<file path="config.mk">
export PLATFORM = sky130hd
export DESIGN_NAME = encoder_8to3_flat
export DESIGN_NICKNAME = d
export VERILOG_FILES = /design/src/rtl/encoder_8to3_if.sv /design/src/rtl/encoder_8to3.sv /design/src/flat_wrapper.sv
export SDC_FILE = /design/constraint.sdc
export NUM_CORES = 1
export LEC_CHECK = 0
export CORE_AREA = 5 5 42 44
export CTS_CLUSTER_DIAMETER = 80
export DETAILED_ROUTE_END_ITERATION = 12
export DIE_AREA = 0 0 47 49
export GPL_ROUTABILITY_DRIVEN = 0
export GPL_TIMING_DRIVEN = 0
export PLACE_DENSITY = 0.54
export SETUP_SLACK_MARGIN = 0.02
export SKIP_CTS_REPAIR_TIMING = 1
export SLEW_MARGIN = 20
export SYNTH_ARGS = -nofsm -noshare
export SYNTH_HDL_FRONTEND = slang
export SYNTH_SLANG_ARGS = --single-unit
</file>
<file path="constraint.sdc">
create_clock -name clk -period 1.1 [get_ports clk]
set_input_delay 0.22 -clock clk [delete_from_list [all_inputs] [get_ports clk]]
set_output_delay 0.22 -clock clk [all_outputs]
set_load 0.005 [all_outputs]
</file>
<file path="src/rtl/encoder_8to3_if.sv">
// ---------------------------------------------------------------------------
// encoder_8to3_if
//   Signal bundle between a request source and the 8-to-3 priority encoder.
//   master : drives en/in, observes the encoded result (request source / bench)
//   slave  : samples en/in, drives out/valid/multi (the encoder)
//   en     : encode enable
//   in     : request vector, one bit per source
//   out    : registered index of the winning request bit
//   valid  : registered "at least one request while enabled"
//   multi  : registered "two or more requests while enabled"
// ---------------------------------------------------------------------------
interface encoder_8to3_if #(
    parameter int IN_W  = 8,
    parameter int OUT_W = $clog2(IN_W)
);
    logic             en;
    logic [IN_W-1:0]  in;
    logic [OUT_W-1:0] out;
    logic             valid;
    logic             multi;

    modport master (
        output en,
        output in,
        input  out,
        input  valid,
        input  multi
    );

    modport slave (
        input  en,
        input  in,
        output out,
        output valid,
        output multi
    );
endinterface

</file>
<file path="src/rtl/encoder_8to3.sv">
// ---------------------------------------------------------------------------
// encoder_8to3
//   Registered priority encoder with enable. Turns an IN_W-bit request vector
//   into the index of its winning set bit, plus "any request" and
//   "more than one request" flags. One cycle of latency, full throughput,
//   no combinational path from inputs to outputs.
//   clk    : rising-edge clock
//   rst_n  : asynchronous active-low reset, clears all outputs at once
//   bus    : encoder_8to3_if.slave (en, in -> out, valid, multi)
//   MSB_PRIORITY = 1 : highest set bit wins; 0 : lowest set bit wins
// ---------------------------------------------------------------------------
module encoder_8to3 #(
    parameter int IN_W         = 8,
    parameter int OUT_W        = $clog2(IN_W),
    parameter bit MSB_PRIORITY = 1'b1
) (
    input  logic           clk,
    input  logic           rst_n,
    encoder_8to3_if.slave  bus
);

    logic [OUT_W-1:0] idx_c;
    logic             any_c;
    logic             multi_c;

    logic [OUT_W-1:0] out_q;
    logic             valid_q;
    logic             multi_q;

    // Priority scan: the last matching bit in loop order wins, so the loop
    // direction selects which end of the vector has priority.
    always_comb begin
        idx_c = '0;
        if (MSB_PRIORITY) begin
            for (int i = 0; i < IN_W; i++)
                if (bus.in[i]) idx_c = OUT_W'(i);
        end else begin
            for (int i = IN_W - 1; i >= 0; i--)
                if (bus.in[i]) idx_c = OUT_W'(i);
        end
    end

    // Clearing the lowest set bit leaves something behind only when at least
    // two bits were set, which gives popcount >= 2 without an adder tree.
    assign any_c   = |bus.in;
    assign multi_c = |(bus.in & (bus.in - IN_W'(1)));

    // The disabled branch never looks at bus.in, so unknown request lines
    // while en=0 cannot reach the registers.
    always_ff @(posedge clk or negedge rst_n) begin
        if (!rst_n) begin
            out_q   <= '0;
            valid_q <= 1'b0;
            multi_q <= 1'b0;
        end else if (bus.en) begin
            out_q   <= idx_c;
            valid_q <= any_c;
            multi_q <= multi_c;
        end else begin
            out_q   <= '0;
            valid_q <= 1'b0;
            multi_q <= 1'b0;
        end
    end

    assign bus.out   = out_q;
    assign bus.valid = valid_q;
    assign bus.multi = multi_q;

endmodule

</file>
<file path="src/flat_wrapper.sv">
// flat-port wrapper written by rule: the top's interface ports become plain ports
module encoder_8to3_flat 
#(
    parameter int IN_W         = 8,
    parameter int OUT_W        = $clog2(IN_W),
    parameter bit MSB_PRIORITY = 1'b1
)
  (clk, rst_n, bus_en, bus_in, bus_out, bus_valid, bus_multi);
  encoder_8to3_if #(.IN_W(IN_W), .OUT_W(OUT_W)) bus_i ();
  input  logic clk;
  input  logic rst_n;
  input wire logic [$bits(bus_i.en)-1:0] bus_en;
  input wire logic [$bits(bus_i.in)-1:0] bus_in;
  output wire logic [$bits(bus_i.out)-1:0] bus_out;
  output wire logic [$bits(bus_i.valid)-1:0] bus_valid;
  output wire logic [$bits(bus_i.multi)-1:0] bus_multi;
  assign bus_i.en = bus_en;
  assign bus_i.in = bus_in;
  assign bus_out = bus_i.out;
  assign bus_valid = bus_i.valid;
  assign bus_multi = bus_i.multi;
  encoder_8to3 #(.IN_W(IN_W), .OUT_W(OUT_W), .MSB_PRIORITY(MSB_PRIORITY)) u_core (.clk(clk), .rst_n(rst_n), .bus(bus_i));
endmodule
</file>
==> reports/results.ini <==
[run_status]
status=completed

[pwr]
p_leak_nw=0.2923
ir_drop_mv=0.2823
total_power_w=0.0005095
powerDensity_nw_per_um2=1015

[route]
first_pass_iters=4
finalWirelength_um=668
wl_per_cell_um=10.95
ant_nets=0
num_vias=272
post-route-drc-count=0
vias_per_cell=4.459
drt_iter0_drc=4

[timing]
slew_headroom_pct=83.06
rsz0062_at_grt=true
worstMarginPinSlew_ns=0.2537
finalSetupViolCount=0
drv_slew=0
fin_hold_ws_ns=0.1975
hold_viol=0
min_period_ns=1.063
finalCritPeriodShare_pct=96.63
fin_setup_tns_ns=0
layout_setup_ws_ns=0.03711
max_freq_mhz=940.8

[cts]
cts_max_path_buffers=2
cts_buffers=3
clkTransAtPathRegs_ns=0.04
ctsRootBufferMaster=clkbuf_4
htreeDepth=1
tritoncts=built
clock-sinks=5

[finish]
num-nets-final=57
diodes=0
area_growth_pct=86.51
drive_gt1_share_pct=13.33
mostFrequentLayoutCell=dlymetal6s2s_1
final_cell_mix=dlymetal6s2s_1 (12), dfrtp_1 (5)

[critical_path]
critPathLaunchType=input port
timing_worst_setup_path_type=in -> reg
arrival_ns=1.19
required_ns=1.23
end_kind=flop
crit_fanout=4

[logic_synthesis]
synth_warnings=0
synth_seq_cells=5
yosysTopAreaCell=dfrtp_1
synth_compound_area_share_pct=26.98
synth.area.top_cells=dfrtp_1 (47%), a21boi_0 (8.4%), nor4_4 (7.9%), a211oi_1 (5.6%), maj3_2 (4.2%)
synth_top_family_by_area=compound AO/OA/AOI/OAI gates
synthAdderAreaFrac_pct=4.186
yosys.area.top_type_share_pct=46.51
synth_simple_gate_area_share_pct=20.93
synthFlopType=dfrtp_1
synthXorXnorAreaFrac_pct=0
synth_area_per_cell_um2=10.35
synthMuxAreaShare_pct=0
synthCells=26
synth_cell_types=16
mappedNetlistArea_um2=269.0
synth_edf_count=0
syn_nets=37
ys_seq_area_share_pct=46.51
ys_async_sr_fraction_pct=100.0

[global_routing]
grt_max_degree=6
track_usage_pct=6.356
grt_pass1_vias=248
antenna_found_initial=0
grt_pass1_wl_um=993
grt_overflow_total=0

[job]
drv_cap=0

[place]
port_buffers=15
pre_cts_ws_ns=-0.4329

[die]
die_w_um=47
rows=14
core_area_um2=1401
die-height_um=49
die_area_um2=2303
start_util_pct=19.20
io_pins=16

[min_path]
hold_path_class=in -> async

per-layer routing:
| layer | wire length (um) | global-route usage [%] |
|---|---|---|
| met1 | 233 | 6.430 |
| met2 | 340 | 8.824 |
| met3 | 94 | 3.690 |
| met4 | 0 | 5.530 |
| met5 | 0 | 0 |
critical path, cell delays in order:
cell	delay, ns
clkdlybuf4s50_1	0.47
nor4_2	0.19
o21ai_0	0.13
and3_1	0.18
state kept, by name, indices dropped and copies added, names as in the netlist:
name,cells
u_core.bus.multi,1
u_core.bus.out,3
u_core.bus.valid,1
final cells by class:
cell class | count | area, um^2
flip-flops and latches | 5 | 125.1
well taps | 16 | 20.02
fillers | 148 | 899.6
clock buffers | 4 | 26.28
repair buffers | 15 | 180.2
inverters | 1 | 3.754
multi-input cells | 20 | 146.4
cell families (layout without fill, tap and decap cells):
| family | count (synthesis) | in the layout |
|---|---|---|
| adders and majority gates | 1 | 1 |
| DFF | 5 | 5 |
| and+or+nand+nor | 8 | 8 |
| AOI/OAI and AO/OA | 11 | 11 |
| buffers and inverters | 1 | 20 |
stage by stage:
step           instances  util [%]  area (um^2)
3_3_place_gp          57     31.34        439.2
6_report              61     35.80        501.7
5_1_grt               61     35.80        501.7
2_1_floorplan         26         -        269.0
3_5_place_dp          57     31.34        439.2
4_1_cts               61     33.21        465.4
final timing paths:
check / start / to / slack [ns]
max: bus_in[5] / u_core.bus.multi / 0.04
min: rst_n / u_core.bus.out[0] / 0.20
max in group asynchronous: rst_n / u_core.bus.out[2] / 0.72
min in group clk: bus_in[7] / u_core.bus.out[0] / 0.40
synth_stat cells (all sizes together), types with 2 or more instances:
cell type,count
a211oi,2
a21boi,3
nor4,2
nor2,3
o21ai,3
dfrtp,5
power by group:
group,internal [W],total [W],switching [W]
Clock,0.000137,0.000207,0.0000698
Sequential,0.000196,0.000198,0.00000172
Combinational,0.0000610,0.000105,0.0000445
Total,0.000394,0.000509,0.000116
No activity file was read; power rests on OpenSTA's default activity.
